`config.mk`:
```
export PLATFORM = sky130hd
export DESIGN_NAME = alarme
export DESIGN_NICKNAME = d
export VERILOG_FILES = /design/src/rtl/alarme.sv
export SDC_FILE = /design/constraint.sdc
export NUM_CORES = 1
export LEC_CHECK = 0
export ABC_AREA = 1
export CAP_MARGIN = 20
export CELL_PAD_IN_SITES_DETAIL_PLACEMENT = 0
export CELL_PAD_IN_SITES_GLOBAL_PLACEMENT = 2
export CORE_UTILIZATION = 25
export DETAILED_ROUTE_END_ITERATION = 12
export PLACE_DENSITY_LB_ADDON = 0.1
export SLEW_MARGIN = 25
export SYNTH_ARGS = -nofsm -noshare
export SYNTH_HDL_FRONTEND = slang
export SYNTH_SLANG_ARGS = --single-unit
```
`constraint.sdc`:
```
create_clock -name clk -period 1.44 [get_ports clk]
set_input_delay 0.216 -clock clk [delete_from_list [all_inputs] [get_ports clk]]
set_output_delay 0.216 -clock clk [all_outputs]
set_load 0.05 [all_outputs]
```
`src/rtl/alarme.sv`:
```
// Alarm unit: stores an HH:MM alarm in BCD, compares it with the running time
// and sequences ring, snooze, arm and edit behaviour for the buzzer.
module alarme #(
   parameter int SNOOZE_S = 300,
   parameter int RING_S   = 60
) (
   input  logic       clk,
   input  logic       rst,
   input  logic       tick_1hz,
   input  logic [1:0] h_msd,
   input  logic [3:0] h_lsd,
   input  logic [2:0] m_msd,
   input  logic [3:0] m_lsd,
   input  logic [2:0] s_msd,
   input  logic [3:0] s_lsd,
   input  logic       btn_set,
   input  logic       btn_hr,
   input  logic       btn_min,
   input  logic       btn_arm,
   input  logic       btn_snooze,
   output logic [1:0] al_h_msd,
   output logic [3:0] al_h_lsd,
   output logic [2:0] al_m_msd,
   output logic [3:0] al_m_lsd,
   output logic       buzzer,
   output logic       armed,
   output logic       editing,
   output logic       snoozing
);

   typedef enum logic [2:0] {
      S_OFF, S_ARMED, S_EDIT, S_RING, S_SNOOZE
   } state_t;

   localparam logic [8:0] RING_L   = 9'(RING_S);
   localparam logic [8:0] SNOOZE_L = 9'(SNOOZE_S);

   state_t     state, state_n;
   logic [8:0] ring_cnt, ring_n;
   logic [8:0] snz_cnt, snz_n;
   logic       match, match_q, trigger;
   logic [1:0] h_msd_n, h_msd_i;
   logic [3:0] h_lsd_n, h_lsd_i;
   logic [2:0] m_msd_n, m_msd_i;
   logic [3:0] m_lsd_n, m_lsd_i;

   assign match = (h_msd == al_h_msd) && (h_lsd == al_h_lsd) &&
                  (m_msd == al_m_msd) && (m_lsd == al_m_lsd) &&
                  (s_msd == 3'd0) && (s_lsd == 4'd0);
   assign trigger = match && !match_q;

   // Per-digit BCD increments; minute wrap never carries into the hour
   always_comb begin
      h_msd_i = al_h_msd;
      h_lsd_i = 4'(al_h_lsd + 4'd1);
      if (al_h_msd == 2'd2 && al_h_lsd == 4'd3) begin
         h_msd_i = 2'd0;
         h_lsd_i = 4'd0;
      end else if (al_h_lsd == 4'd9) begin
         h_msd_i = 2'(al_h_msd + 2'd1);
         h_lsd_i = 4'd0;
      end
      m_msd_i = al_m_msd;
      m_lsd_i = 4'(al_m_lsd + 4'd1);
      if (al_m_lsd == 4'd9) begin
         m_lsd_i = 4'd0;
         m_msd_i = (al_m_msd == 3'd5) ? 3'd0 : 3'(al_m_msd + 3'd1);
      end
   end

   always_comb begin
      state_n = state;
      ring_n  = ring_cnt;
      snz_n   = snz_cnt;
      h_msd_n = al_h_msd;
      h_lsd_n = al_h_lsd;
      m_msd_n = al_m_msd;
      m_lsd_n = al_m_lsd;
      unique case (state)
         S_OFF: begin
            if (btn_arm)      state_n = S_ARMED;
            else if (btn_set) state_n = S_EDIT;
         end
         S_ARMED: begin
            if (btn_arm)      state_n = S_OFF;
            else if (btn_set) state_n = S_EDIT;
            else if (trigger) begin
               state_n = S_RING;
               ring_n  = RING_L;
            end
         end
         S_EDIT: begin
            if (btn_hr) begin
               h_msd_n = h_msd_i;
               h_lsd_n = h_lsd_i;
            end
            if (btn_min) begin
               m_msd_n = m_msd_i;
               m_lsd_n = m_lsd_i;
            end
            if (btn_set) state_n = S_ARMED;
         end
         S_RING: begin
            if (btn_arm) state_n = S_OFF;
            else if (btn_snooze) begin
               state_n = S_SNOOZE;
               snz_n   = SNOOZE_L;
            end else if (tick_1hz) begin
               if (ring_cnt <= 9'd1) begin
                  state_n = S_ARMED;
                  ring_n  = 9'd0;
               end else begin
                  ring_n = ring_cnt - 9'd1;
               end
            end
         end
         S_SNOOZE: begin
            if (btn_arm) state_n = S_OFF;
            else if (tick_1hz) begin
               if (snz_cnt <= 9'd1) begin
                  state_n = S_RING;
                  ring_n  = RING_L;
                  snz_n   = 9'd0;
               end else begin
                  snz_n = snz_cnt - 9'd1;
               end
            end
         end
         default: state_n = S_OFF;
      endcase
   end

   always_ff @(posedge clk) begin
      if (rst) begin
         state    <= S_OFF;
         ring_cnt <= 9'd0;
         snz_cnt  <= 9'd0;
         match_q  <= 1'b0;
         al_h_msd <= 2'd0;
         al_h_lsd <= 4'd0;
         al_m_msd <= 3'd0;
         al_m_lsd <= 4'd0;
         buzzer   <= 1'b0;
         armed    <= 1'b0;
         editing  <= 1'b0;
         snoozing <= 1'b0;
      end else begin
         state    <= state_n;
         ring_cnt <= ring_n;
         snz_cnt  <= snz_n;
         match_q  <= match;
         al_h_msd <= h_msd_n;
         al_h_lsd <= h_lsd_n;
         al_m_msd <= m_msd_n;
         al_m_lsd <= m_lsd_n;
         buzzer   <= (state_n == S_RING);
         armed    <= (state_n == S_ARMED) || (state_n == S_RING) ||
                     (state_n == S_SNOOZE);
         editing  <= (state_n == S_EDIT);
         snoozing <= (state_n == S_SNOOZE);
      end
   end

endmodule
```
==> results of run 1 <==
==> cell usage after synthesis, types with 2 or more instances <==
cell       n  area [sq um]
a211oi_1   4          30.0
a21oi_1   20           100
clkbuf_1   2          7.51
dfxtp_1   39           781
ha_1       6          75.1
inv_1     59           221
inv_2      9          33.8
nand2_1   94           353
nand2_2    2          12.5
nand3_1   21           105
nand3_2    2          20.0
nand4_1    4          25.0
nor2_1    55           206
nor2_2     3          18.8
nor2_4     2          22.5
nor3_1     8          40.0
nor4_1     2          12.5
o211ai_1   3          22.5
o21ai_0   17          85.1
o21ai_1    3          15.0
xor2_1     7          61.3
==> layer usage <==
layer / up-vias / track usage [%] / share of wire (%)
li1: 1489 / - / -
met1: 1232 / 19.4 / 50
met2: 37 / 23.1 / 46
met3: 5 / 2.77 / 3.1
met4: 0 / 4.71 / 0.68
met5: - / 0 / 0
==> layout by cell type (no fill, tap or decap), types with 9 or more instances in the layout <==
cell and instances:
inv_1 41, clkdlybuf4s50_1 18, dfxtp_4 16, inv_2 18
nand3_1 13, o21ai_0 15, buf_4 97, buf_6 13
a21oi_1 17, buf_12 14, nor2_1 41, nor2_4 13
nand2_1 78, dfxtp_1 19, nand3_2 9, nand2_2 11
==> critical path, delay by kind of cell <==
kind / cells / cell delay [ns]
buffers and inverters: 3 / 0.68
AND/OR/NAND/NOR: 9 / 0.69
AO/OA/AOI/OAI: 1 / 0.26
==> sequential cells by signal (all words and copies together), names as in the netlist <==
name / count
al_h_lsd: 4
state: 3
snoozing: 1
editing: 1
al_m_lsd: 4
ring_cnt: 9
buzzer: 1
snz_cnt: 9
al_h_msd: 2
armed: 1
match_q: 1
al_m_msd: 3
==> worst min path at each step <==
stage,startpoint,end,slack [ns]
after detailed placement,ring_cnt[1],ring_cnt[1],0.49
after floorplan,rst,snz_cnt[6],0.29
after CTS,ring_cnt[1],ring_cnt[1],0.51
final,ring_cnt[1],ring_cnt[1],0.50
after global routing,snz_cnt[8],snz_cnt[8],0.54
after global placement,ring_cnt[5],ring_cnt[5],0.48
==> repair_timing <==
item	4_1_cts	5_1_grt
cloned	1	0
gates resized for setup	77	74
setup endpoints to repair	34	36
buffers inserted	8	11
pin swaps	35	34
==> through the flow <==
stage	TNS [ns]	power (mW)
after CTS	-1.69	2.63
after floorplan	-1.14	1.46
after detailed placement	-10.51	1.79
after global placement	-10.26	1.79
after global routing	-5.17	2.79
final	-2.25	2.63
==> power groups by stage <==
stage	logic, mW	registers, mW	clock network (mW)
global route	0.819	1.13	0.841
finish	0.745	1.12	0.759
global placement	0.649	1.14	0
floorplan	0.281	1.18	0
detailed placement	0.649	1.14	0
CTS	0.708	1.12	0.803
==> layout make-up <==
class	count	area [sq um]	share of cell area, %
repair buffers	151	1420	31.8
inverters	68	285	6.38
flip-flops and latches	39	846	18.9
clock buffers	6	72.6	1.62
clock inverters	2	12.5	0.280
well taps	111	139	3.10
multi-input cells	264	1700	37.9
==> kinds of logic after synthesis <==
| kind of cell | Yosys count | share of synthesized area [%] |
|---|---|---|
| compound gates | 54 | 13.5 |
| xor+xnor | 8 | 2.98 |
| fa+ha+maj | 6 | 3.19 |
| buf+inv | 72 | 11.9 |
| flops | 39 | 33.2 |
| simple gates | 195 | 35.2 |
==> impl_results.md, run 1 <==
* Critical Path Start: h_lsd[0]
* Vias at 2763
* Worst Reg-to-Reg Cells at 12
* Nets at 563
* Chip height at 99.0 um
* Pint at 1.80 mW
* Delay of the slowest critical-path stage at 0.48 ns
* Die W at 99.0 um
* Setup crit end: ring_cnt[2]
* Switch share at 31.5%
* Leakage power figure at 2.02 nW
* Hold path depth at 2
* Comb pwr share at 28.4%
* Antenna violations before repair at 0
* Failing checks: setup timing
* Synth cell types at 33
* Grt ovf at 0
* Synth Instances at 374
* Status: finished, violations left
* Die area at 9800 sq um
* Clock Path Buffers at 2
* Avg Inst Size Synth at 6.29 sq um
* Startpoint Class: input pin
* Clk pin slew, worst setup/hold paths at 0.08 ns
* Fill count at 937
* Power per cell area at 587 nW/um^2
* Num CTS Buffers at 5
* Worst EP arrival at 1.84 ns
* Routed Antenna Nets at 0
* Dpl ws at -0.605 ns
* Skew-Pair Late Insertion Delay at 0.29 ns
* Worst R2R Setup Slack at -0.18 ns
* Post-Route WL at 6960 um
* Hold Crit Class: flip-flop to flip-flop
* TritonCTS clock tree: yes
* Syn-to-layout area delta at 90.3%
* NetSw at 828 uW
* Initial DRC count at 85
* Period utilization at 114%
* Layout Utilization at 48.9%
* First-pass GRT wire length at 11400 um
* Element type at the critical path end: flip-flop
* DR pass1 iterations at 4
* N_diodes at 0
* Crit-path slowest cell: clkdlybuf4s50_1
* Critical path peak fanout at 4
* Critical path type: input pin to flip-flop
* Yosys warns at 0
* Core footprint at 9150 sq um
* Crit Reg-Reg Endpoint: ring_cnt[2]
* Setup ws final at -0.197 ns
* Via density at 4.31
* Max-slew violation count at 0
* Clk pwr share at 28.9%
* H-tree Lvls at 2
* CTS sink count at 39
* RSZ-0062 raised after global routing: true
* Peak supply drop at 0.421 mV
* Main synth FF type: dfxtp_1
* Synth Register Bits at 39
* HPWL after detailed placement at 5220 um
* Clock Skew at 0.00630 ns
* Max_slew headroom at 83.1%
* Number of synthesized flops with an enable pin at 0
* Worst Tran Pin Value at 0.252 ns
* Clk root buf: clkbuf_8
* WHS at 0.498 ns
* Final hold vios at 0
* DRC Markers at 0
* Seq/Total Area, Yosys at 33.2%
* Fin cells at 641
* WL per Instance at 10.9 um
* Inst Count DP at 615
* Fraction of layout cells with a size suffix above 1 at 47.4%
* Post-Synthesis Net Count at 408
* Total Routing Usage GR at 14.4%
* Max-cap violations at 0
* # setup viols final at 25
* Initial Util at 25.7%
* Cell area after layout at 4470 sq um
* Achievable frequency at 611 MHz
* Most used cell, CP: nand2_1
* Cell Area, Synth at 2350 sq um
* Number of port buffers at 44
* Final Wtd Congestion at 0.745
* Fraction of power consumed by sequential logic at 42.8%
* Tmin final at 1.64 ns
* WP data required at 1.64 ns
* Row cnt at 35
* Post-place instance area at 3770 sq um
* Crit-path cells: clkdlybuf4s50_1 > inv_1 > nand2_1 > nand2_1 > nor2_1 > nand2_1 > nor2_4 > nand3_2 > o21ai_4 > buf_6 > nand3_2 > nand2_2 > nor2_1
* Async set or reset register ratio after synthesis at 0%
* Num ports at 45
* Largest net degree at the start of global routing at 22
* Critical R2R Launch: al_h_lsd[0]
* Vias in the first global route at 2583
* # hold bufs at CTS at 0
No activity file was read; power rests on OpenSTA's default activity.
==> run 2: changes to the inputs <==
--- a/config.mk
+++ b/config.mk
@@ -9,8 +9,9 @@
 export CAP_MARGIN = 20
 export CELL_PAD_IN_SITES_DETAIL_PLACEMENT = 0
 export CELL_PAD_IN_SITES_GLOBAL_PLACEMENT = 2
-export CORE_UTILIZATION = 25
+export CORE_UTILIZATION = 30
 export DETAILED_ROUTE_END_ITERATION = 12
+export DONT_BUFFER_PORTS = 1
 export PLACE_DENSITY_LB_ADDON = 0.1
 export SLEW_MARGIN = 25
 export SYNTH_ARGS = -nofsm -noshare
==> run 2 against run 1 <==
The flow still finishes with violations (setup timing). Sequential share of layout area grew 3.7 points. Register-to-register slack better by 0.07 ns. Clock power increased by 5.5%. Worst setup slack improved by 0.089 ns. Clock-buffer cell count grew 1. Critical path type is now flip-flop to flip-flop. Largest cell class unchanged.
==> impl_results.md, run 2 (synthesis results as in run 1) <==
* Status: finished, violations left
* Failing checks: setup timing
* NetSw at 801 uW (-3.3%)
* Leakage power figure at 1.66 nW (-18%)
* WP data required at 1.68 ns (+0.04 ns)
* Peak supply drop at 0.340 mV (-19%)
* Via density at 4.58 (+6.2%)
* Clk root buf: clkbuf_8
* Beginning of the worst hold path: rst
* Achievable frequency at 646 MHz (+5.8%)
* WL met2 at 3000 um (-5.7%)
* Total Routing Usage GR at 16.3% (+1.8 points)
* Worst R2R Setup Slack at -0.11 ns (+0.07 ns)
* WL met3 at 245 um (+12%)
* Final hold vios at 0 (unchanged)
* Syn-to-layout area delta at 59.0%
* H-tree Lvls at 2 (unchanged)
* HPWL after detailed placement at 4730 um (-9.3%)
* Critical R2R Launch: al_h_lsd[0]
* Worst EP arrival at 1.79 ns (-0.05 ns)
* WL per Instance at 11.8 um (+9.0%)
* Row cnt at 31 (-11%)
* Max-cap violations at 0 (unchanged)
* Most used cell, CP: nand2_2
* Die area at 8190 sq um (-16%)
* Largest net degree at the start of global routing at 16 (-27%)
* Tmin final at 1.55 ns (-0.0891 ns)
* Largest regs: ring_cnt x9, snz_cnt x9
* # setup viols final at 20 (-20%)
* First-pass GRT wire length at 10800 um (-5.0%)
* TritonCTS clock tree: yes
* WHS at 0.0212 ns (-0.477 ns)
* RSZ-0062 raised after global routing: true
* Crit Reg-Reg Endpoint: ring_cnt[1]
* Worst Tran Pin Value at 0.643 ns (+0.391 ns)
* Power per cell area at 681 nW/um^2 (+16%)
* Layout Utilization at 50.4% (+1.6 points)
* Crit-path slowest cell: dfxtp_4
* Crit-path cells: inv_2 > nand2_2 > nand2_2 > nor2_2 > nand2_2 > nor2_4 > nand3_2 > o21ai_4 > nand2_4 > inv_2 > nor2_1 > nor2_1
* Skew-Pair Late Insertion Delay at 0.30 ns (about the same)
* Most frequent cells in the layout: buf_4, nand2_1, inv_1, nor2_1, nand2_2
* Delay of the slowest critical-path stage at 0.38 ns (-0.10 ns)
* Max_slew headroom at 57.0% (-26 points)
* Setup ws final at -0.108 ns (+0.0891 ns)
* Core footprint at 7410 sq um (-19%)
* Hold path depth at 1 (-1)
* Comb pwr share at 23.5% (-4.9 points)
* Most common cell after layout, fill and taps aside: buf_4
* Fraction of layout cells with a size suffix above 1 at 48.8% (+1.5 points)
* Clock Path Buffers at 2 (unchanged)
* Clk pin slew, worst setup/hold paths at 0.08 ns (about the same)
* Grt ovf at 0 (unchanged)
* CP bufs+invs at 2 (-1)
* N_diodes at 0 (unchanged)
* DR pass1 iterations at 4 (unchanged)
* Period utilization at 107% (-6.2 points)
* Routed Antenna Nets at 0 (unchanged)
* DRC Markers at 0 (unchanged)
* Die W at 90.5 um (-8.5%)
* Initial DRC count at 101 (+19%)
* Post-Route WL at 6680 um (-4.1%)
* Antenna violations before repair at 0 (unchanged)
* Pint at 1.74 mW (-3.1%)
* Critical path peak fanout at 11 (+7)
* Crit-path leading delay family: simple AND/OR/NAND/NOR gates
* Hold Crit Class: input pin to flip-flop
* Num CTS Buffers at 5 (unchanged)
* Vias at 2583 (-6.5%)
* Fill count at 751 (-20%)
* Critical path type: flip-flop to flip-flop
* Number of port buffers at 0 (-100%)
* Clock Skew at 0.00306 ns (-0.00324 ns)
* Vias in the first global route at 2388 (-7.5%)
* Chip height at 90.5 um (-8.5%)
* Final Wtd Congestion at 0.815 (+9.4%)
* Fraction of power consumed by sequential logic at 45.0% (+2.2 points)
* Switch share at 31.5% (-0.035 points)
* Worst Reg-to-Reg Cells at 12 (unchanged)
* Initial Util at 31.7% (+6.0 points)
* Endpoint, Worst Hold: al_m_msd[2]
* Num ports at 45 (unchanged)
* Nets at 498 (-12%)
* Clk pwr share at 31.5% (+2.6 points)
* Element type at the critical path end: flip-flop
* Max-slew violation count at 0 (unchanged)
* Startpoint Class: flip-flop
* Routed met1 length at 3360 um (-4.4%)
* CTS sink count at 39 (unchanged)
* Max Used Layer: met4
run 2: how the worst max path moves through the flow:
stage | to | depth (start not counted) | startpoint | slack [ns]
detailed placement | ring_cnt[1] | 12 | al_h_lsd[0] | -0.21
global route | ring_cnt[1] | 11 | al_h_msd[0] | -0.23
CTS | ring_cnt[1] | 12 | al_m_msd[1] | -0.08
global placement | ring_cnt[3] | 12 | al_h_lsd[0] | -0.20
floorplan | ring_cnt[3] | 12 | al_h_lsd[2] | -0.17
finish | ring_cnt[1] | 12 | al_h_lsd[0] | -0.11
run 2: per-stage QoR:
stage	setup TNS, ns	power [mW]	instance area, sq um	cells	worst slack (ns)
5_1_grt	-3.83	2.70	3740	564	-0.227
3_5_place_dp	-2.78	1.64	3060	543	-0.210
2_1_floorplan	-1.14	1.46	2400	374	-0.171
4_1_cts	-0.981	2.50	3280	554	-0.0816
3_3_place_gp	-2.70	1.65	3060	543	-0.196
6_report	-1.34	2.54	3740	564	-0.108
run 2: final cells by class:
cell class                 count  area, sq um  share of cell area, %
timing repair buffer          87          699                   18.7
sequential                    39          845                   22.6
tap                           99          124                   3.31
inverter                      68          280                   7.50
clock inverter                 1         3.75                  0.100
clock buffer                   7         86.3                   2.31
multi-input combinational    263         1700                   45.5
run 2: repair_timing:
| action | 4_1_cts | 5_1_grt |
|---|---|---|
| gates resized for setup | 39 | 115 |
| setup buffers | 2 | 10 |
| hold endpoints to repair | 11 | 1 |
| hold buffers | 1 | 1 |
| pin swaps | 9 | 29 |
| setup endpoints to repair | 32 | 33 |
run 2: power by group through the flow:
| stage | registers [mW] | clock network [mW] | logic, mW |
|---|---|---|---|
| after floorplan | 1.18 | 0 | 0.281 |
| after global placement | 1.16 | 0 | 0.484 |
| after detailed placement | 1.16 | 0 | 0.479 |
| after CTS | 1.14 | 0.825 | 0.531 |
| after global routing | 1.15 | 0.879 | 0.671 |
| final | 1.15 | 0.801 | 0.598 |
run 2: metal layers:
| metal | vias to the layer above | track usage (%) |
|---|---|---|
| met5 | - | 0 |
| met2 | 40 | 26.0 |
| met3 | 6 | 3.96 |
| met4 | 0 | 5.11 |
| met1 | 1169 | 21.4 |
| li1 | 1368 | - |
